<file path="src/rtl/serial_alu_seq.sv">
// Bit-serial ALU sequencer: streams WIDTH-bit operands LSB-first through an
// external 1-bit ALU slice and assembles the result, carry and zero flag.
module serial_alu_seq #(
  parameter int unsigned WIDTH = 8
) (
  input  logic             clk,
  input  logic             rst_n,
  input  logic             in_valid,
  output logic             in_ready,
  input  logic [WIDTH-1:0] in_a,
  input  logic [WIDTH-1:0] in_b,
  input  logic [1:0]       in_op,
  output logic             alu_rs1,
  output logic             alu_rs2,
  output logic             alu_carry_in,
  output logic [1:0]       alu_op,
  input  logic             alu_result,
  input  logic             alu_carry_out,
  output logic             out_valid,
  input  logic             out_ready,
  output logic [WIDTH-1:0] out_result,
  output logic             out_carry,
  output logic             out_zero,
  output logic             busy
);

  localparam int unsigned CNT_W  = $clog2(WIDTH) + 1;
  localparam logic [1:0]  OP_ADD = 2'b00;
  localparam logic [CNT_W-1:0] LAST_BIT = CNT_W'(WIDTH - 1);

  typedef enum logic [1:0] {IDLE, SHIFT, DONE} state_t;

  state_t           state;
  logic [WIDTH-1:0] a_shift;
  logic [WIDTH-1:0] b_shift;
  logic [WIDTH-2:0] res_shift;
  logic             carry_q;
  logic [1:0]       op_q;
  logic [CNT_W-1:0] cnt;
  logic [WIDTH-1:0] res_next;

  // Result bits arrive LSB-first, so each new bit enters at the MSB.
  assign res_next = {alu_result, res_shift};

  // Slice drive registers are zero whenever the FSM is not in SHIFT.
  assign alu_rs1      = a_shift[0];
  assign alu_rs2      = b_shift[0];
  assign alu_carry_in = carry_q;
  assign alu_op       = op_q;

  always_ff @(posedge clk or negedge rst_n) begin
    if (!rst_n) begin
      state      <= IDLE;
      a_shift    <= '0;
      b_shift    <= '0;
      res_shift  <= '0;
      carry_q    <= 1'b0;
      op_q       <= 2'b00;
      cnt        <= '0;
      in_ready   <= 1'b1;
      busy       <= 1'b0;
      out_valid  <= 1'b0;
      out_result <= '0;
      out_carry  <= 1'b0;
      out_zero   <= 1'b0;
    end else begin
      case (state)
        IDLE: begin
          if (in_valid) begin
            a_shift  <= in_a;
            b_shift  <= in_b;
            op_q     <= in_op;
            carry_q  <= 1'b0;
            cnt      <= '0;
            state    <= SHIFT;
            in_ready <= 1'b0;
            busy     <= 1'b1;
          end
        end
        SHIFT: begin
          a_shift   <= {1'b0, a_shift[WIDTH-1:1]};
          b_shift   <= {1'b0, b_shift[WIDTH-1:1]};
          res_shift <= res_next[WIDTH-1:1];
          carry_q   <= alu_carry_out;
          cnt       <= cnt + CNT_W'(1);
          if (cnt == LAST_BIT) begin
            // Final bit: publish the result and park the slice drives at zero.
            state      <= DONE;
            out_valid  <= 1'b1;
            out_result <= res_next;
            out_carry  <= (op_q == OP_ADD) & alu_carry_out;
            out_zero   <= (res_next == '0);
            a_shift    <= '0;
            b_shift    <= '0;
            carry_q    <= 1'b0;
            op_q       <= 2'b00;
          end
        end
        DONE: begin
          if (out_ready) begin
            state     <= IDLE;
            out_valid <= 1'b0;
            busy      <= 1'b0;
            in_ready  <= 1'b1;
          end
        end
        default: begin
          state     <= IDLE;
          out_valid <= 1'b0;
          busy      <= 1'b0;
          in_ready  <= 1'b1;
        end
      endcase
    end
  end

endmodule

</file>
<file path="config.mk">
export PLATFORM = sky130hd
export DESIGN_NAME = serial_alu_seq
export DESIGN_NICKNAME = d
export VERILOG_FILES = /design/src/rtl/serial_alu_seq.sv
export SDC_FILE = /design/constraint.sdc
export NUM_CORES = 1
export LEC_CHECK = 0
export ABC_AREA = 1
export CAP_MARGIN = 10
export CORE_MARGIN = 5
export CORE_UTILIZATION = 43
export DETAILED_ROUTE_END_ITERATION = 6
export GPL_TIMING_DRIVEN = 0
export PLACE_DENSITY_LB_ADDON = 0.1
export SLEW_MARGIN = 20
export SYNTH_ARGS = -nofsm -noshare
export SYNTH_HDL_FRONTEND = slang
export SYNTH_SLANG_ARGS = --single-unit
</file>
<file path="constraint.sdc">
create_clock -name clk -period 2.8 [get_ports clk]
set_clock_uncertainty 0.2 [all_clocks]
set_input_delay 0.56 -clock clk [delete_from_list [all_inputs] [get_ports clk]]
set_output_delay 0.56 -clock clk [all_outputs]
set_load 0.02 [all_outputs]
</file>
==> run_results.csv <==
group,metric,value,unit
worst_setup_path,path_cells,"clkdlybuf4s50_1",
floorplanning,die_w,79.5,um
floorplanning,start_util,44.3,%
layout,fin_area,2670,um2
sta,tightest_slew,0.469,ns
floorplanning,rows,25,
clock_network,cts_tree,"yes",
synthesis,syn_avg_cell_area,8.34,um2
global_route,grt_pass1_wl,7860,um
clock_network,clk_latency,0.29,ns
synthesis,seq_area_frac_synth,54.3,%
sta,period_share,78.2,%
worst_setup_path,reg2reg_slack,1.11,ns
sta,fin_crit,2.19,ns
drt,drcViolationCount,0,
worst_setup_path,worstSetupPathType,"reg -> out",
clock_network,clk_pin_slew_worst_paths,0.08,ns
worst_setup_path,cp.depth,1,
hold_path,hp-class,"in -> async",
worst_setup_path,cpLargestDelayFamily,"buffers and inverters",
worst_setup_path,rr_worst_depth,5,
sta,finalSetupViolations,0,
synthesis,yosysUniqueCellTypes,22,
synthesis,syn-num-nets,274,
layout,drive_above_1_share,10.4,%
flow_run,drv_cap,0,
drt,first_iter_violations,57,
synthesis,syn-instance-count,249,
clock_network,cts_buffers,5,
global_route,grt_max_degree,27,
drt,wirelength,4250,um
drt,drt.antenna.violating_nets,0,
place,gp_congestion,0.777,
sta,timing.setup.tns,0,ns
worst_setup_path,crit_buf_inv,1,
layout,antennaDiodeCount,0,
clock_network,cts_sinks,45,
layout,multi_input_area,748,um2
synthesis,ys_warn_count,0,
sta,hold_viol_final,0,
place,place_hpwl,3110,um
worst_setup_path,r2r-end,"a_shift[2]",
place,portBuffers,41,
clock_network,cts_setup_buffers,0,
sta,relSlewSlack,68.7,%
worst_setup_path,rr_startpoint,"cnt[0]",
floorplanning,die_y,79.5,um
floorplanning,ios,42,
synthesis,synthesis.area,2080,um2
worst_setup_path,crit_arrival,1.43,ns
layout,layout.nets,323,
worst_setup_path,crit_fanout,2,
floorplanning,die_area,6320,um2
layout,seq_area,1130,um2
global_route,grt_usage,15.9,%
power_and_ir_drop,ir_worst_vdd,501,uV
floorplanning,core_area,4690,um2
global_route,antenna_found_initial,0,
sta,final-max-slew-violation-count,0,
power_and_ir_drop,p_leak,1.32,nW
place,place_area,2570,um2
clock_network,cts_max_path_buffers,2,
worst_setup_path,cp.required,2.04,ns
sta,fmax,457,MHz
clock_network,cts_resized,0,
worst_setup_path,cp_slowest_stage_delay,0.60,ns
power_and_ir_drop,power_density,1090,nW/um2
sta,grt_setup_unrepaired,"false",
layout,nFillCells,466,
drt,wl_per_cell,12.0,um
clock_network,cts_root_buffer,"clkbuf_8",
sta,holdWs,0.0103,ns
drt,vias_per_cell,4.73,
power_and_ir_drop,finalPower,2.90,mW
clock_network,htreeDepth,2,
global_route,grt_pass1_vias,1735,
layout,area_growth,28.6,%
drt,vias,1670,
synthesis,ys_seq_elements,45,
drt,drtPass1Iterations,4,
worst_setup_path,slowest_stage,"clkdlybuf4s50_1",
worst_setup_path,endpoint_kind,"primary output",
global_route,grt_overflow,0,
clock_network,hold_buffers,0,
status,status,"finished, final reports clean",
worst_setup_path,cp-start-kind,"flop",
## how the worst max path moves through the flow
stage / startpoint / end / slack (ns)
3_3_place_gp: rst_n / b_shift[3] / -0.30
2_1_floorplan: cnt[0] / a_shift[0] / 1.36
4_1_cts: in_ready / in_ready / 0.60
6_report: in_ready / in_ready / 0.61
3_5_place_dp: in_valid / a_shift[2] / 0.71
5_1_grt: in_ready / in_ready / 0.58
## flip-flops by register name, indices dropped and copies added, names as in the netlist, 2 cells and up
signal	flops
alu_op	2
out_result	8
a_shift	8
cnt	4
res_shift	7
b_shift	8
state	2
## metrics by stage
step                util [%]  setup slack [ns]  instances
global route            56.9             0.578        353
detailed placement      54.8             0.709        345
CTS                     56.9             0.597        353
floorplan                  -              1.36        249
finish                  56.9             0.611        353
global placement        54.5            -0.297        344
## cells by family after synthesis
group / share of synthesized area, %
simple gates: 25.0
fa+ha+maj: 0.602
flops: 54.3
buf+inv: 9.70
compound gates: 10.4
## final cells by class
| class | count | area share, % |
|---|---|---|
| sequential | 45 | 42.2 |
| multi-input combinational | 163 | 28.0 |
| timing repair buffer | 42 | 15.9 |
| inverter | 31 | 4.54 |
| clock buffer | 7 | 3.61 |
| buffer | 10 | 3.00 |
| tap | 54 | 2.53 |
| clock inverter | 1 | 0.187 |
## synthesized netlist by cell type
cell type | number | share of area (%)
nand3_2 | 1 | 0.48
nand2_1 | 45 | 8.1
inv_1 | 29 | 5.2
buf_6 | 4 | 2.2
o21ai_2 | 2 | 0.84
a21oi_1 | 15 | 3.6
nand2_2 | 2 | 0.60
o21ai_1 | 9 | 2.2
nand3_1 | 23 | 5.5
nand4_1 | 1 | 0.30
ha_1 | 1 | 0.60
nand2_4 | 1 | 0.54
buf_2 | 4 | 0.96
nor2_1 | 49 | 8.9
a21boi_0 | 1 | 0.36
inv_4 | 2 | 0.60
o21ai_4 | 1 | 0.78
buf_4 | 2 | 0.72
dfrtp_1 | 44 | 53
nor2_4 | 1 | 0.54
dfstp_2 | 1 | 1.3
o21ai_0 | 11 | 2.7
## cell usage in the layout, fill, tap and decap left out, types with 4 or more instances in the layout
cell type / netlist / routed
a21oi_1: 15 / 15
nor2_1: 49 / 49
o21ai_0: 11 / 11
inv_1: 29 / 29
nand3_1: 23 / 23
buf_2: 4 / 5
clkdlybuf4s50_1: 0 / 40
o21ai_1: 9 / 9
dfrtp_1: 44 / 44
nand2_1: 45 / 45
buf_6: 4 / 4
clkbuf_8: 0 / 7
## layer usage
layer / global-route usage (%) / wire (um) / up-vias
met5: 0 / 0 / -
met4: 6.70 / 82 / 0
met3: 4.06 / 160 / 6
met2: 25.7 / 2020 / 24
met1: 20.1 / 1990 / 763
li1: - / - / 877
## where the power goes
group	total [mW]	internal [mW]	leakage, nW	switching, mW
logic	1.34	0.590	0.705	0.747
registers	1.13	0.955	0.560	0.178
clock network	0.431	0.223	0.0542	0.208
No activity file was read; power rests on OpenSTA's default activity.
